===== config.mk =====
export PLATFORM = sky130hd
export DESIGN_NAME = sink
export DESIGN_NICKNAME = d
export VERILOG_FILES = /design/src/rtl/sink_pkg.sv /design/src/rtl/sink.sv
export SDC_FILE = /design/constraint.sdc
export NUM_CORES = 1
export LEC_CHECK = 0
export CORE_AREA = 2 2 39 41
export DETAILED_ROUTE_END_ITERATION = 6
export DIE_AREA = 0 0 41 43
export GPL_TIMING_DRIVEN = 0
export RECOVER_POWER = 50
export SYNTH_ARGS = -nofsm -noshare
export SYNTH_HDL_FRONTEND = slang
export SYNTH_SLANG_ARGS = --single-unit

===== constraint.sdc =====
create_clock -name clk -period 1.4 [get_ports clk]
set_input_delay 0.35 -clock clk [delete_from_list [all_inputs] [get_ports clk]]
set_output_delay 0.35 -clock clk [all_outputs]
set_load 0.1 [all_outputs]

===== src/rtl/sink_pkg.sv =====
// Shared helpers for the message sink: error-count type and saturating increment.
package sink_pkg;

   localparam int unsigned err_width = 32;

   typedef logic [err_width-1:0] err_count_t;

   function automatic err_count_t sat_inc(input err_count_t c);
      return (c == '1) ? c : c + err_count_t'(1);
   endfunction

endpackage


===== src/rtl/sink.sv =====
// Test sink: accepts p_nmsgs messages on a val/rdy port and checks each against
// the preloaded expectation array mem, counting and reporting mismatches.
module sink
   import sink_pkg::*;
#(
   parameter int unsigned p_width = 16,
   parameter int unsigned p_nmsgs = 4
) (
   input  logic               clk,
   input  logic               reset,
   input  logic               val,
   output logic               rdy,
   input  logic [p_width-1:0] msg,
   output logic               done
);

   localparam int unsigned idx_width = $clog2(p_nmsgs + 1);
   localparam int unsigned mem_aw    = (p_nmsgs > 1) ? $clog2(p_nmsgs) : 1;
   localparam logic [idx_width-1:0] last_idx = idx_width'(p_nmsgs - 1);

   // Expected messages; loaded by the bench through hierarchical reference.
   logic [p_width-1:0] mem [p_nmsgs];

   logic [idx_width-1:0] idx;
   logic [mem_aw-1:0]    mem_idx;
   err_count_t           num_errors;
   err_count_t           num_errors_d;
   logic                 xfer;
   logic                 mismatch;

   assign done     = (idx == idx_width'(p_nmsgs));
   assign rdy      = !reset && !done;
   assign xfer     = val && rdy;
   assign mem_idx  = idx[mem_aw-1:0];
   // 4-state compare so X/Z on msg is flagged rather than silently matching.
   assign mismatch = (msg !== mem[mem_idx]);

   always_comb begin
      num_errors_d = num_errors;
      if (xfer && mismatch) begin
         num_errors_d = sat_inc(num_errors);
      end
   end

   always_ff @(posedge clk) begin
      if (reset) begin
         idx        <= '0;
         num_errors <= '0;
      end else if (xfer) begin
         idx        <= idx + idx_width'(1);
         num_errors <= num_errors_d;
      end
   end

`ifndef SYNTHESIS
   always_ff @(posedge clk) begin
      if (xfer) begin
         if (mismatch) begin
            $display("%0t: ERROR: sink msg %0d expected %h got %h",
                     $time, idx, mem[mem_idx], msg);
         end
         if (idx == last_idx) begin
            $display("%0t: Sink done: %0d msgs, %0d errors", $time, p_nmsgs, num_errors_d);
         end
      end
   end
`endif

endmodule


==> results of run 1 <==
==> worst max path at each step <==
| stage | start | to | slack, ns | cells after the start |
|---|---|---|---|---|
| floorplan | idx[0] | rdy | -0.26 | 4 |
| global route | idx[0] | rdy | -0.18 | 5 |
| detailed placement | reset | rdy | -1.10 | 3 |
| CTS | idx[0] | rdy | -0.14 | 5 |
| finish | idx[0] | rdy | -0.14 | 5 |
| global placement | reset | rdy | -1.10 | 3 |
==> power by group through the flow <==
stage          sequential [µW]  combinational [µW]  clock (µW)
2_1_floorplan             99.6                51.1           0
3_3_place_gp               101                67.0           0
3_5_place_dp               101                67.3           0
4_1_cts                   97.4                81.6         159
5_1_grt                   97.9                89.4         165
6_report                  97.4                80.4         152
==> synthesized netlist by cell type <==
master | instances | area (µm²)
a21boi_2 | 1 | 11.26
a21oi_1 | 1 | 5.000
and2_1 | 1 | 6.260
and4b_1 | 1 | 10.01
dfxtp_1 | 3 | 60.06
ha_1 | 2 | 25.02
inv_1 | 2 | 7.510
mux2_4 | 1 | 15.01
mux2i_1 | 1 | 10.01
nand2b_1 | 2 | 12.51
nor2_1 | 2 | 7.510
nor2b_1 | 1 | 6.260
nor3_2 | 1 | 10.01
==> per-stage QoR <==
step	hold slack, ns	std cells	area, µm²
finish	0.5814	45	319.1
global route	0.6379	45	319.1
CTS	0.5848	45	319.1
detailed placement	0.4876	39	271.5
global placement	0.4822	39	271.5
floorplan	0.4197	19	211.5
==> critical path, stage by stage, from the launching register on <==
cell and delay [ns]:
dfxtp_2 0.32, inv_2 0.04, ha_4 0.15, and2_4 0.16, nor2_4 0.10, buf_12 0.18
==> kinds of logic after synthesis <==
logic type                 Yosys count
and+or+nand+nor                      8
DFF                                  3
AOI/OAI and AO/OA                    2
buffers and inverters                2
muxes                                2
adders and majority gates            2
==> layout make-up <==
cell class | instances | area share (%)
Inverter | 2 | 2.353
Tap cell | 16 | 6.275
Multi-Input combinational cell | 14 | 44.31
Timing Repair Buffer | 6 | 19.22
Clock buffer | 4 | 8.235
Sequential cell | 3 | 19.61
==> per-layer routing <==
| metal | global-route usage, % | share of wire, % |
|---|---|---|
| met3 | 6.283 | 10 |
| met4 | 4.000 | 0 |
| met5 | 0 | 0 |
| met2 | 7.187 | 44 |
| met1 | 5.751 | 46 |
==> what timing repair did <==
item	CTS	global route
buffers inserted	2	0
pin swaps	2	0
endpoints found under the setup margin	2	2
resized for setup	16	0
==> results.sh, run 1 <==
export IMPL_power_frac_clock_pct=46.1
export IMPL_final_cell_mix="3 x clkbuf_4, 3 x buf_4, 2 x inv_2, 2 x nand2b_1, 2 x dfxtp_2"
export IMPL_cp_max_fo=3
export IMPL_synth_top_family_by_area="simple AND/OR/NAND/NOR gates"
export IMPL_cts_hold_buf=0
export IMPL_drt_pass1_iterations=2
export IMPL_layout_setup_ws_ns=-0.1371
export IMPL_failed_checks="negative setup slack"
export IMPL_ant_nets=0
export IMPL_ys_warnings_count=0
export IMPL_antenna_found_initial=0
export IMPL_fillerInstances=150
export IMPL_top_register="idx"
export IMPL_grt_usage_pct=5.912
export IMPL_reg2reg_depth=4
export IMPL_min_period_ns=1.537
export IMPL_syn_to_final_growth_pct=71.14
export IMPL_synth_compound_area_share_pct=8.725
export IMPL_p_per_area_nw_per_um2=1034
export IMPL_pwr_share_comb_pct=24.4
export IMPL_arrival_ns=1.19
export IMPL_vdd_ir_drop_max_mv=0.3843
export IMPL_finClkSkew_ns=0.001972
export IMPL_end_kind="output pin"
export IMPL_period_share_pct=109.8
export IMPL_r2r_setup_slack_ns=0.25
export IMPL_multi_input_area_um2=141.4
export IMPL_rsz0062_at_grt="true"
export IMPL_synthSimpleGateAreaFrac_pct=28.19
export IMPL_fmaxAchievable_mhz=650.6
export IMPL_grt_pass1_vias=162
export IMPL_syn_nets=40
export IMPL_root_buffer="clkbuf_4"
export IMPL_seqPwrFrac_pct=29.5
export IMPL_max_cap_violations=0
export IMPL_die_area_um2=1763
export IMPL_fp_coreArea_um2=1384
export IMPL_ioPinCount=21
export IMPL_post_place_ws_ns=-1.097
export IMPL_vias_per_cell=3.622
export IMPL_cts_buffers=3
export IMPL_finalMaxSlewViolations=0
export IMPL_synth_cells=19
export IMPL_synthMuxAreaShare_pct=13.42
export IMPL_seq_area_frac_synth_pct=32.21
export IMPL_run_status="complete, but fails checks"
export IMPL_power_share_switching_pct=27.19
export IMPL_cts_num_sinks=3
export IMPL_clk_pin_slew_ns=0.04
export IMPL_synth_area_um2=186.4
export IMPL_avgSynthCellArea_um2=9.812
export IMPL_tns_ns=-0.2664
export IMPL_power_leakage_uw=0.0001398
export IMPL_dieHeight_um=43
export IMPL_cts_max_level=1
export IMPL_ys_ff_latch=3
export IMPL_first_iter_violations=1
export IMPL_hold_start="idx[2]"
export IMPL_min_to="idx[2]"
export IMPL_drive_above_1_share_pct=58.62
export IMPL_nets=51
export IMPL_hold_viol_final=0
export IMPL_totalWireLength_um=353
export IMPL_setup_violations=2
export IMPL_drcViolationCount=0
export IMPL_vias=163
export IMPL_die_x_um=41
export IMPL_rr_endpoint="idx[0]"
export IMPL_reg_top3="idx x3"
export IMPL_grt_pass1_wl_um=621
export IMPL_final_seq_area_um2=62.56
export IMPL_grt_ovfl_total=0
export IMPL_grt_max_degree=7
export IMPL_largest_reg_flops=3
export IMPL_synth_xor_area_share_pct=0
export IMPL_hpwlAfterDp_um=239
export IMPL_synth_cell_type_count=13
export IMPL_port_buffers=4
export IMPL_hp_class="reg -> reg"
export IMPL_final_util_pct=23.06
export IMPL_worstMarginPinSlew_ns=0.2834
export IMPL_num_antenna_cells=0
export IMPL_critPathRequiredTime_ns=1.05
export IMPL_path_class="reg -> out"
export IMPL_r2r_start="idx[0]"
export IMPL_totalPowerFinal_uw=330.0
export IMPL_start_util_pct=13.47
export IMPL_max_slew_margin_pct=81.11
export IMPL_p_int_uw=240.2
export IMPL_routabilityCongestion=0.6262
export IMPL_clock_latency_ns=0.23
export IMPL_whs_path_depth=2
export IMPL_synth_fa_ha_area_share_pct=13.42
export IMPL_cts_tree="done"
export IMPL_drt_wirelength_per_cell_um=7.844
export IMPL_cts_buffer_depth=2
export IMPL_power_switching_uw=89.70
export IMPL_num_rows=14
export IMPL_crit_path_start_kind="flop"
Power figures use the tool's default switching activity.
==> run 2, diff against run 1 <==
==> constraint.sdc (replaced) <==
create_clock -name clk -period 1.3 [get_ports clk]
set_input_delay 0.325 -clock clk [delete_from_list [all_inputs] [get_ports clk]]
set_output_delay 0.325 -clock clk [all_outputs]
set_load 0.1 [all_outputs]
==> results of run 2 <==
Same layout as run 1 (identical final DEF). Status: complete, but fails checks: negative setup slack.
Among the figures that moved: setup slack after placement -1.097 ns -> -1.147 ns; setup slack after layout -0.1371 ns -> -0.2121 ns; setup TNS -0.2664 ns -> -0.4164 ns; register-to-register setup slack 0.25 ns -> 0.15 ns; total power 330.0 µW -> 355.3 µW; worst IR drop on VDD 0.3843 mV -> 0.4139 mV
==> run 3, diff against run 2 <==
--- a/config.mk
+++ b/config.mk
@@ -6,6 +6,7 @@
 export NUM_CORES = 1
 export LEC_CHECK = 0
 export CORE_AREA = 2 2 39 41
+export CTS_CLUSTER_SIZE = 20
 export DETAILED_ROUTE_END_ITERATION = 6
 export DIE_AREA = 0 0 41 43
 export GPL_TIMING_DRIVEN = 0
==> results of run 3 <==
Same layout as run 1 (identical final DEF). Status: complete, but fails checks: negative setup slack.
Among the figures that moved: setup slack after placement -1.097 ns -> -1.147 ns; setup slack after layout -0.1371 ns -> -0.2121 ns; setup TNS -0.2664 ns -> -0.4164 ns; register-to-register setup slack 0.25 ns -> 0.15 ns; total power 330.0 µW -> 355.3 µW; worst IR drop on VDD 0.3843 mV -> 0.4139 mV
